## config.mk

```make
export PLATFORM = sky130hd
export DESIGN_NAME = hazard_stall_ctrl
export DESIGN_NICKNAME = d
export VERILOG_FILES = /design/src/rtl/hazard_stall_ctrl.sv
export SDC_FILE = /design/constraint.sdc
export NUM_CORES = 1
export LEC_CHECK = 0
export ABC_CLOCK_PERIOD_IN_PS = 4090
export CAP_MARGIN = 40
export CORE_MARGIN = 5
export CORE_UTILIZATION = 30
export DETAILED_ROUTE_END_ITERATION = 7
export GPL_TIMING_DRIVEN = 0
export PLACE_DENSITY_LB_ADDON = 0.05
export SYNTH_ARGS = -nofsm -noshare
export SYNTH_HDL_FRONTEND = slang
export SYNTH_SLANG_ARGS = --single-unit
```

## constraint.sdc

```tcl
create_clock -name clk -period 4.09 [get_ports clk]
set_clock_uncertainty 0.2 [all_clocks]
set_input_delay 0.409 -clock clk [delete_from_list [all_inputs] [get_ports clk]]
set_output_delay 0.409 -clock clk [all_outputs]
set_load 0.02 [all_outputs]
```

## src/rtl/hazard_stall_ctrl.sv

```systemverilog
// hazard_stall_ctrl
//   Sequencing controller for the PC, IF/ID and ID/IX pipeline registers.
//   Inserts load-use bubbles between ID and IX, flushes the wrong-path
//   instructions in IF and ID after a redirect resolved in IX, and freezes the
//   whole pipe while data memory is busy. State advances on the rising edge.
//   Every output is combinational, so it is settled during the high phase,
//   before the pipeline registers latch on the falling edge.
//   Two saturating counters record stall and flush events for performance debug.
// Ports
//   clk, rst_n              clock, asynchronous active-low reset
//   i_id_rs/i_id_rt         ID source registers; i_id_uses_rs/rt are the read flags
//   i_ix_mem_read           IX instruction is a load
//   i_ix_dest_reg           IX destination register; i_ix_write_to_reg is its write flag
//   i_ix_redirect           taken branch or jump in IX
//   i_mem_busy              data memory not ready, so the whole pipe holds
//   o_pc_we, o_ifid_we, o_idix_we          register load enables
//   o_ifid_flush, o_idix_bubble            load a NOP instead of the normal value
//   o_stall_cnt, o_flush_cnt               saturating event counters
module hazard_stall_ctrl #(
  parameter int LU_CYCLES    = 1,
  parameter int FLUSH_CYCLES = 2,
  parameter int CNT_W        = 16
) (
  input  logic             clk,
  input  logic             rst_n,
  input  logic [4:0]       i_id_rs,
  input  logic [4:0]       i_id_rt,
  input  logic             i_id_uses_rs,
  input  logic             i_id_uses_rt,
  input  logic             i_ix_mem_read,
  input  logic [4:0]       i_ix_dest_reg,
  input  logic             i_ix_write_to_reg,
  input  logic             i_ix_redirect,
  input  logic             i_mem_busy,
  output logic             o_pc_we,
  output logic             o_ifid_we,
  output logic             o_ifid_flush,
  output logic             o_idix_we,
  output logic             o_idix_bubble,
  output logic [CNT_W-1:0] o_stall_cnt,
  output logic [CNT_W-1:0] o_flush_cnt
);

  typedef enum logic [1:0] {RUN, LU_STALL, FLUSH} state_t;

  localparam logic [1:0] LU_REM = 2'(LU_CYCLES - 1);
  localparam logic [1:0] FL_REM = 2'(FLUSH_CYCLES - 1);

  state_t           r_state, w_state_nxt;
  logic [1:0]       r_rem, w_rem_nxt;
  logic [CNT_W-1:0] r_stall_cnt, r_flush_cnt;
  logic             w_stall_inc, w_flush_inc;
  logic             w_hz;

  // Register 0 is hardwired, so a load into it never creates a hazard.
  assign w_hz = i_ix_mem_read & i_ix_write_to_reg & (i_ix_dest_reg != 5'd0) &
                ((i_id_uses_rs & (i_id_rs == i_ix_dest_reg)) |
                 (i_id_uses_rt & (i_id_rt == i_ix_dest_reg)));

  always_ff @(posedge clk or negedge rst_n) begin
    if (!rst_n) begin
      r_state     <= RUN;
      r_rem       <= 2'd0;
      r_stall_cnt <= '0;
      r_flush_cnt <= '0;
    end else begin
      r_state <= w_state_nxt;
      r_rem   <= w_rem_nxt;
      if (w_stall_inc && r_stall_cnt != '1) r_stall_cnt <= r_stall_cnt + CNT_W'(1);
      if (w_flush_inc && r_flush_cnt != '1) r_flush_cnt <= r_flush_cnt + CNT_W'(1);
    end
  end

  // Holding the state register while memory is busy lets the pending event
  // resume exactly where it stopped once memory is ready again.
  always_comb begin
    w_state_nxt   = r_state;
    w_rem_nxt     = r_rem;
    w_stall_inc   = 1'b0;
    w_flush_inc   = 1'b0;
    o_pc_we       = 1'b0;
    o_ifid_we     = 1'b0;
    o_ifid_flush  = 1'b0;
    o_idix_we     = 1'b0;
    o_idix_bubble = 1'b0;
    if (!rst_n) begin
      o_ifid_flush  = 1'b1;
      o_idix_bubble = 1'b1;
    end else if (!i_mem_busy) begin
      case (r_state)
        RUN: begin
          if (i_ix_redirect) begin
            // Any hazard seen now belongs to a wrong-path instruction in ID.
            o_pc_we       = 1'b1;
            o_ifid_we     = 1'b1;
            o_ifid_flush  = 1'b1;
            o_idix_we     = 1'b1;
            o_idix_bubble = 1'b1;
            w_flush_inc   = 1'b1;
            if (FLUSH_CYCLES > 1) begin
              w_state_nxt = FLUSH;
              w_rem_nxt   = FL_REM;
            end
          end else if (w_hz) begin
            o_idix_we     = 1'b1;
            o_idix_bubble = 1'b1;
            w_stall_inc   = 1'b1;
            if (LU_CYCLES > 1) begin
              w_state_nxt = LU_STALL;
              w_rem_nxt   = LU_REM;
            end
          end else begin
            o_pc_we   = 1'b1;
            o_ifid_we = 1'b1;
            o_idix_we = 1'b1;
          end
        end
        FLUSH: begin
          // IX holds a bubble in this state, so a redirect here cannot be real.
          o_pc_we       = 1'b1;
          o_ifid_we     = 1'b1;
          o_ifid_flush  = 1'b1;
          o_idix_we     = 1'b1;
          o_idix_bubble = 1'b1;
          w_rem_nxt     = r_rem - 2'd1;
          if (r_rem <= 2'd1) w_state_nxt = RUN;
        end
        LU_STALL: begin
          o_idix_we     = 1'b1;
          o_idix_bubble = 1'b1;
          w_stall_inc   = 1'b1;
          w_rem_nxt     = r_rem - 2'd1;
          if (r_rem <= 2'd1) w_state_nxt = RUN;
        end
        default: begin
          w_state_nxt = RUN;
          w_rem_nxt   = 2'd0;
        end
      endcase
    end
  end

  assign o_stall_cnt = r_stall_cnt;
  assign o_flush_cnt = r_flush_cnt;

endmodule

```

==> flow_summary_export.csv <==
group,metric,value,unit
floorplanning,initial_core_util,30.3,%
setup_path,r2r_start,"o_stall_cnt[0]$_DFFE_PN0P_",
floorplanning,die_h,89.6,um
flow_run,max-cap-violations,0,
grt,grt_pass1_wl,8110,um
synthesis,synth_compound_gate_area_share,5.92,%
hold_path,min_from,"o_flush_cnt[11]$_DFFE_PN0P_",
synthesis,syn_inst,180,
power,clkPwrFrac,29.8,%
routing,drt_drc_violations_left,0,
routing,routed_wl,4740,um
placement,portBuffers,59,
synthesis,synthMuxAreaShare,0.592,%
layout,nFillCells,661,
power,p_leak,0.00111,uW
power,p_int,595,uW
cts,htree_levels,2,
synthesis,yosysWarnings,0,
sta,tns,0,ns
power,p_sw,250,uW
cts,cts_sinks,35,
setup_path,crit_path_end_kind,"output pin",
layout,drive_gt1_share,7.63,%
sta,finalHoldViolations,0,
synthesis,syn-cell-area,0.00190,sq mm
setup_path,cp.required,3.48,ns
cts,clk_pin_slew,0.08,ns
hold_path,min_path_cells,1,
placement,dp_hpwl,3600,um
sta,worst_pin_slew,0.607,ns
layout,multiInputGateArea,991,sq um
setup_path,worstSetupStartpointType,"input pin",
sta,holdWs,0.298,ns
grt,grt_usage,13.1,%
synthesis,synth-xor-area-share,17.9,%
cts,cts_tree,"yes",
sta,finalCriticalPeriod,3.41,ns
routing,m1WireLength,2210,um
routing,wl_per_cell,14.5,um
grt,antenna_found_initial,0,
sta,post-route-period-util,83.4,%
floorplanning,rows,29,
power,comb_power_share,22.0,%
power,total_power,844,uW
routing,drt_pre_antenna_iters,4,
setup_path,crit_arrival,2.80,ns
routing,wl_met2,2240,um
power,peakVddDrop,0.000146,V
synthesis,synth.distinct_cells,34,
floorplanning,die_area,0.00804,sq mm
routing,first_iter_violations,48,
routing,viasPerCell,4.72,
routing,routed.top_layer,"met4",
sta,fmax,293,MHz
placement,globalplace.congestion,0.700,
cts,clock_latency,0.29,ns
layout,layout.area.seq,876,sq um
placement,pre_cts_ws,0.649,ns
routing,postRouteAntennaNets,0,
power,powerDensity,313,mW/mm^2
hold_path,hp-class,"register to register",
power,switching_share,29.6,%
sta,slew-limit-headroom,59.5,%
synthesis,synth_top_family_by_area,"simple AND/OR/NAND/NOR gates",
cts,post_cts_resized,0,
setup_path,worstSetupPathType,"input pin to output pin",
synthesis,synthesis.nets,206,
setup_path,path_max_fanout,7,
floorplanning,die_w,89.6,um
grt,grt_max_degree,27,
cts,clock_path_buffers,2,
sta,setup_viol,0,
grt,first_global_vias,1621,
layout,final_common_cell,"clkdlybuf4s50_1",
setup_path,rr_endpoint,"o_stall_cnt[8]$_DFFE_PN0P_",
synthesis,syn_area_per_cell,10.6,sq um
floorplanning,pin_count,60,
grt,overflow,0,
layout,nets,274,
synthesis,seq_area_frac_synth,46.0,%
setup_path,rrSetupSlack,1.77,ns
hold_path,holdPathEnd,"o_flush_cnt[11]$_DFFE_PN0P_",
sta,maxSlewViolCount,0,
sta,rsz0062_at_grt,"no",
cts,cts_made_buffers,5,
synthesis,synthSimpleGateAreaFrac,25.6,%
floorplanning,coreArea,0.00628,sq mm
layout,most-common-layout-cells,"58 x clkdlybuf4s50_1, 35 x xnor2_1, 35 x dfrtp_1, 21 x nand2_1",
routing,vias,1540,
layout,antennaDiodeCount,0,
routing,route.met3.wl,226,um
synthesis,synth-seq-cells,35,
run_status,outcome,"finished clean",
sta,worst_slack,0.678,ns
synthesis,synthAdderAreaFrac,1.97,%
cts,root_buffer,"clkbuf_8",
setup_path,r2r_cells,7,
layout,area_delta_synth_final,41.9,%
power,p_seq_share,48.2,%
## final cells by class
cell class | count | share of cell area (%)
clock inverter | 2 | 0.463
sequential | 35 | 32.4
buffer | 4 | 1.07
timing repair buffer | 61 | 22.8
inverter | 2 | 0.278
tap | 77 | 3.57
clock buffer | 6 | 2.69
multi-input combinational | 139 | 36.7
## synthesized netlist by cell type, drive strengths merged
cell | number | area, sq um
and3 | 13 | 81.3
dfrtp | 35 | 876
o21ai | 4 | 20.0
o22ai | 1 | 6.26
and4 | 5 | 43.8
nand2 | 21 | 78.8
a21oi | 3 | 15.0
and4bb | 1 | 12.5
or3 | 1 | 6.26
xnor2 | 35 | 307
a21o | 1 | 7.51
and2 | 3 | 18.8
buf | 4 | 28.8
nor2b | 1 | 6.26
inv | 2 | 7.51
nand3 | 13 | 65.1
o311a | 1 | 10.0
nand4bb | 1 | 27.5
nor3 | 2 | 15.0
o31a | 1 | 8.76
nor3b | 1 | 18.8
a32o | 1 | 10.0
ha | 3 | 37.5
and2b | 1 | 7.51
nand4b | 1 | 8.76
nand4 | 12 | 75.1
xor2 | 4 | 35.0
nor2 | 6 | 22.5
o21bai | 1 | 7.51
mux2 | 1 | 11.3
a2111oi | 1 | 27.5
## state kept, by name (all words and copies together) (netlist names)
signal,cells
o_flush_cnt,16
o_stall_cnt,16
r_rem,2
r_state,1
## per-stage QoR
step	utilization, %	instances	cell area, sq um
floorplan	-	180	1900
global placement	41.3	316	2590
detailed placement	41.5	317	2610
CTS	43.0	326	2700
global route	43.0	326	2700
finish	43.0	326	2700
## timing repair
| action | CTS | global route |
|---|---|---|
| endpoints found under the hold margin | 10 | 0 |
| hold buffers | 1 | 0 |
| buffers inserted | 0 | 0 |
## power by group through the flow
stage | sequential [uW] | clock [uW] | combinational, uW
2_1_floorplan | 431 | 0 | 74.6
4_1_cts | 409 | 262 | 190
6_report | 407 | 252 | 186
3_5_place_dp | 415 | 0 | 189
3_3_place_gp | 415 | 0 | 186
5_1_grt | 413 | 277 | 206
## kinds of logic (layout without fill, tap and decap cells)
group | Yosys count | count (layout)
DFF | 35 | 35
AOI/OAI and AO/OA | 14 | 14
xor gates and xnor gates | 39 | 39
muxes | 1 | 1
buffers and inverters | 6 | 75
adders and majority gates | 3 | 3
and+or+nand+nor | 82 | 82
## layer usage
metal | vias to the layer above | GRT usage (%)
met4 | 0 | 4.06
met2 | 32 | 20.5
li1 | 770 | -
met5 | - | 0
met1 | 731 | 17.7
met3 | 7 | 3.38
## worst max-delay path, stage by stage
cell and delay [ns]:
clkdlybuf4s50_1 0.55, xnor2_1 0.14, nand4_1 0.10, o22ai_1 0.51
nand2_1 0.15, o31a_1 0.29, buf_4 0.13, clkdlybuf4s50_1 0.53
## worst max-delay path by stage
stage	startpoint	end	cells past startpoint
floorplan	i_ix_dest_reg[1]	o_pc_we	6
global placement	rst_n	o_pc_we	6
detailed placement	i_ix_dest_reg[4]	o_pc_we	8
CTS	i_ix_dest_reg[4]	o_pc_we	8
global route	i_ix_dest_reg[4]	o_pc_we	8
finish	i_ix_dest_reg[4]	o_pc_we	8
No activity file was read; power rests on OpenSTA's default activity.
